`config.mk`:
```
export PLATFORM = sky130hd
export DESIGN_NAME = io_err_monitor
export DESIGN_NICKNAME = d
export VERILOG_FILES = /design/src/rtl/io_err_monitor.sv
export SDC_FILE = /design/constraint.sdc
export NUM_CORES = 1
export LEC_CHECK = 0
export ABC_AREA = 1
export CORE_MARGIN = 2
export CORE_UTILIZATION = 29
export DETAILED_ROUTE_END_ITERATION = 10
export PLACE_DENSITY = 0.56
export RECOVER_POWER = 25
export SLEW_MARGIN = 20
export SYNTH_ARGS = -nofsm -noshare
export SYNTH_HDL_FRONTEND = slang
export SYNTH_SLANG_ARGS = --single-unit
```
`constraint.sdc`:
```
create_clock -name clk -period 1.9 [get_ports clk]
set_input_delay 0.19 -clock clk [delete_from_list [all_inputs] [get_ports clk]]
set_output_delay 0.19 -clock clk [all_outputs]
set_load 0.05 [all_outputs]
```
`src/rtl/io_err_monitor.sv`:
```
// rtl/io_err_monitor.sv - filtered IO output-enable error monitor with capture and counting
module io_err_monitor #(
    parameter int             W      = 8,
    parameter logic [W-1:0]   OE_EXP = 8'b10001000,
    parameter int             FILT   = 1,
    parameter int             CNT_W  = 8
) (
    input  logic             clk,
    input  logic             nreset,
    input  logic             clr_i,
    input  logic [W-1:0]     uio_oe,
    input  logic [W-1:0]     uio_out,
    output logic             err_o,
    output logic             err_pulse_o,
    output logic [1:0]       err_seen_o,
    output logic [1:0]       err_first_o,
    output logic [W-1:0]     err_bits_o,
    output logic [CNT_W-1:0] err_cnt_o
);

    localparam int RW = $clog2(FILT + 1);
    localparam logic [RW-1:0] RUN_LAST = RW'(FILT - 1);

    typedef enum logic [1:0] {
        ST_OK    = 2'd0,
        ST_PEND  = 2'd1,
        ST_FAULT = 2'd2
    } state_t;

    state_t        state;
    state_t        state_next;
    logic [RW-1:0] run;
    logic [RW-1:0] run_next;
    logic          capture;

    logic          conf;
    logic          unexp;
    logic          raw;
    logic [W-1:0]  bits;

    // Raw error causes and offending-bit mask for the current cycle
    always_comb begin
        conf  = (uio_oe != OE_EXP);
        unexp = |(~uio_oe & uio_out);
        raw   = conf | unexp;
        bits  = (uio_oe ^ OE_EXP) | (~uio_oe & uio_out);
    end

    // Glitch filter: FILT consecutive raw cycles move to FAULT; a clean cycle restarts it
    always_comb begin
        state_next = state;
        run_next   = run;
        capture    = 1'b0;
        if (state != ST_FAULT) begin
            if (raw) begin
                if (run == RUN_LAST) begin
                    state_next = ST_FAULT;
                    run_next   = '0;
                    capture    = 1'b1;
                end else begin
                    state_next = ST_PEND;
                    run_next   = run + RW'(1);
                end
            end else begin
                state_next = ST_OK;
                run_next   = '0;
            end
        end
        if (clr_i) begin
            state_next = ST_OK;
            run_next   = '0;
            capture    = 1'b0;
        end
    end

    // State and filter run register
    always_ff @(posedge clk) begin
        if (!nreset) begin
            state <= ST_OK;
            run   <= '0;
        end else begin
            state <= state_next;
            run   <= run_next;
        end
    end

    // Sticky cause history, first-fault capture, edge pulse and saturating counter
    always_ff @(posedge clk) begin
        if (!nreset || clr_i) begin
            err_pulse_o <= 1'b0;
            err_seen_o  <= '0;
            err_first_o <= '0;
            err_bits_o  <= '0;
            err_cnt_o   <= '0;
        end else begin
            err_pulse_o <= capture;
            err_seen_o  <= err_seen_o | {unexp, conf};
            if (capture) begin
                err_first_o <= {unexp, conf};
                err_bits_o  <= bits;
            end
            if (raw && (err_cnt_o != {CNT_W{1'b1}})) begin
                err_cnt_o <= err_cnt_o + CNT_W'(1);
            end
        end
    end

    assign err_o = (state == ST_FAULT);

endmodule
```
==> out/summary.log <==
qor: final_layout.n_antenna_cell 0
qor: place.dp_hpwl 2.27 mm
qor: final_layout.num-fill-cells 442
qor: place.port_buffers 40
qor: timing.finalHoldViolations 0
qor: global_route.gr-usage-all-layers 0.123
qor: synth.syn_nets 212
qor: timing.setup_total_negative_slack 0 ps
qor: setup_path.worst_r2r_endpoint err_cnt_o[1]$_SDFFE_PP0P_
qor: place.final_gp_congestion 0.780
qor: setup_path.start_kind register
qor: worst_hold_path.timing.hold.worst_endpoint err_first_o[0]$_SDFFE_PP0P_
qor: synth.netlist-cell-type-count 20
qor: setup_path.worstPathCellList clkdlybuf4s50_1
qor: setup_path.critPathArrivalTime 1570 ps
qor: clock_tree.cts_setup_buffers 0
qor: job.max-cap-violations 0
qor: synth.synth_seq_cells 22
qor: worst_hold_path.start_point_of_the_worst_hold_path err_first_o[0]$_SDFFE_PP0P_
qor: global_route.grt_pass1_vias 1124
qor: global_route.antenna_found_initial 0
qor: timing.max_slew_headroom 0.649
qor: floorplanning.placement_rows 23
qor: final_layout.finalNetCount 257
qor: setup_path.timing.critical_path.slowest_cell_delay 850 ps
qor: power_and_ir_drop.power_frac_clock 0.321
qor: setup_path.worstSetupEndpointType output pin
qor: floorplanning.core_area 4030 um2
qor: setup_path.critical_path_peak_fanout 5
qor: final_layout.post_route_cells_drive_above_1_share 0.0593
qor: global_route.grt_pass1_wl 4.84 mm
qor: route.ant_nets 0
qor: clock_tree.tritoncts_clock_tree built
qor: route.route.final.wire_length 2.79 mm
qor: power_and_ir_drop.switching_share 0.269
qor: clock_tree.ctsHtreeMaxLevel 1
qor: run_status.outcome finished, final reports clean
qor: clock_tree.worst_skew_pair.late_latency 260 ps
qor: timing.report.final.slew_viol_count 0
qor: synth.syn-cell-area 1230 um2
qor: clock_tree.post_cts_hold_buffer_count 0
qor: timing.finalClockSkew 1.21 ps
qor: place.place_worst_setup_slack 166 ps
qor: setup_path.cp_num_buf_inv 1
qor: worst_hold_path.hold-path-cell-count 2
qor: setup_path.regToRegSetupSlack 330 ps
qor: floorplanning.die_y 69.0 um
qor: power_and_ir_drop.power_frac_seq 0.470
qor: floorplanning.design.portCount 41
qor: clock_tree.clkSinkCount 22
qor: route.drtPass1Iterations 4
qor: route.drc 0
qor: timing.rsz0062_at_grt false
qor: route.viasPerCell 4.21
qor: setup_path.master_of_the_slowest_instance_on_the_critical_path sky130_fd_sc_hd__clkdlybuf4s50_1
qor: worst_hold_path.timing.hold.worst.class reg2reg
qor: floorplanning.fp.dieArea 4760 um2
qor: power_and_ir_drop.internal-power 0.000754 W
qor: timing.max_freq 568 MHz
qor: synth.post_synth.cell_area_avg 6.39 um2
qor: floorplanning.die_x 69.0 um
qor: synth.synthesis.instances 192
qor: power_and_ir_drop.combinationalPowerShare 0.209
qor: power_and_ir_drop.design_power_total 0.00103 W
qor: route.via_count 1204
qor: route.detailed_router_s_first_iteration_violation_count 43
qor: timing.post-route-worst-setup-slack 140 ps
qor: global_route.grt_start_max_net_pins 20
qor: clock_tree.clockRootBuffer sky130_fd_sc_hd__clkbuf_8
qor: timing.final.min_clock_period 1760 ps
qor: route.route.detailed.wl_per_inst 9.76 um
qor: floorplanning.effective_utilization_at_floorplan 0.304
qor: timing.timing.final.setup_violations 0
qor: synth.synth.yosys.warnings 0
qor: power_and_ir_drop.vdd.ir_drop.worst 0.265 mV
qor: timing.min_period_over_period 0.926
qor: synth.synth.yosys.seq_area_share 0.359
qor: clock_tree.number_of_clock_buffers_inserted_by_tritoncts 3
qor: setup_path.r2r.worst_path.cells 8
qor: power_and_ir_drop.net_switching_power 0.000278 W
qor: clock_tree.clk_transition_reported_paths 80 ps
qor: final_layout.area_growth_syn_to_fin 42.3%
qor: setup_path.worstSetupPathType reg2out
qor: clock_tree.cts_buffer_depth 2
qor: final_layout.multi_input_area 587 um2
qor: timing.worst_slew_pin_slew 525 ps
qor: power_and_ir_drop.total_power_density_per_cell_area 591 nW/um2
qor: clock_tree.ctsResizeCount 0
qor: power_and_ir_drop.total_leakage_power 0.815 nW
qor: global_route.globalRouteOverflowTotal 0
qor: final_layout.area.sequential 440 um2
qor: setup_path.cp_top_family buffers and inverters
qor: setup_path.worst_r2r_startpoint err_cnt_o[0]$_SDFFE_PP0P_
qor: setup_path.worstPathRequired 1710 ps
## cells in the mapped netlist
library cell               instances  area share
sky130_fd_sc_hd__nand3_4           1       0.014
sky130_fd_sc_hd__nor2_2            3       0.015
sky130_fd_sc_hd__dfxtp_1          22        0.36
sky130_fd_sc_hd__nand4_1           2       0.010
sky130_fd_sc_hd__a21oi_1           8       0.033
sky130_fd_sc_hd__nand3b_1          2       0.012
sky130_fd_sc_hd__ha_1              1       0.010
sky130_fd_sc_hd__nor3_4            1       0.013
sky130_fd_sc_hd__nor2_1           28       0.086
sky130_fd_sc_hd__nand3_2           1      0.0082
sky130_fd_sc_hd__xor2_1            3       0.021
sky130_fd_sc_hd__buf_8             1       0.012
sky130_fd_sc_hd__nand2_1          51        0.16
sky130_fd_sc_hd__o21ai_0           3       0.012
sky130_fd_sc_hd__nand2_4           1      0.0092
sky130_fd_sc_hd__nand3_1          20       0.082
sky130_fd_sc_hd__inv_1            40        0.12
sky130_fd_sc_hd__buf_2             2      0.0082
sky130_fd_sc_hd__buf_4             1      0.0061
sky130_fd_sc_hd__buf_6             1      0.0092
## how the worst max path moves through the flow
stage	startpoint	to	depth (start not counted)	slack, ps
detailed placement	uio_oe[3]	err_cnt_o[1]$_SDFFE_PP0P_	11	170
global placement	uio_oe[3]	err_cnt_o[1]$_SDFFE_PP0P_	11	180
finish	err_cnt_o[6]$_SDFFE_PP0P_	err_cnt_o[6]	1	140
floorplan	err_cnt_o[0]$_SDFFE_PP0P_	err_cnt_o[1]$_SDFFE_PP0P_	8	30
CTS	err_cnt_o[6]$_SDFFE_PP0P_	err_cnt_o[6]	1	120
global route	err_cnt_o[0]$_SDFFE_PP0P_	err_cnt_o[1]$_SDFFE_PP0P_	8	80
## through the flow
step	utilization	area (um2)	std cells	hold slack, ps
4_1_cts	0.434	1750	286	456
3_3_place_gp	0.421	1700	282	435
6_report	0.433	1750	286	452
5_1_grt	0.433	1750	286	475
3_5_place_dp	0.421	1700	282	444
2_1_floorplan	-	1230	192	380
## registers in the layout, indices dropped and copies added (netlist names)
register,flops
err_pulse_o,1
err_bits_o,8
err_cnt_o,8
err_seen_o,2
state,1
err_first_o,2
## layer usage
layer	share of wire	global-route usage
met5	0	0
met4	0.012	0.0392
met3	0.066	0.0365
met2	0.43	0.191
met1	0.49	0.164
## area by class of cell
class / count / share of cell area
Clock buffer: 4 / 0.0315
Inverter: 40 / 0.0860
Multi-Input combinational cell: 125 / 0.336
Sequential cell: 22 / 0.252
Tap cell: 50 / 0.0358
Timing Repair Buffer: 45 / 0.258
## power by group through the flow
stage,Sequential [W],Clock [W],Combinational [W]
6_report,0.000485,0.000331,0.000216
3_3_place_gp,0.000496,0,0.000219
4_1_cts,0.000486,0.000342,0.000220
3_5_place_dp,0.000497,0,0.000219
5_1_grt,0.000488,0.000363,0.000238
2_1_floorplan,0.000549,0,0.0000709
## placed cells by master, fill, tap and decap left out, drive strengths merged
cell type and count:
buf 5, clkdlybuf4s50 39, nand3b 2, nor2 31, ha 1, a21oi 8, nor3 1, xor2 3
clkbuf 4, inv 40, dfxtp 22, nand2 52, dlygate4sd3 1, nand4 2, o21ai 3, nand3 22
## cells by family (layout without fill, tap and decap cells)
logic type,after synthesis,after routing,share of synthesized area
compound gates,11,11,0.0449
xor+xnor,3,3,0.0214
fa+ha+maj,1,1,0.0102
buf+inv,45,89,0.158
flops,22,22,0.359
simple gates,110,110,0.406
(Power assumes the default switching activity.)
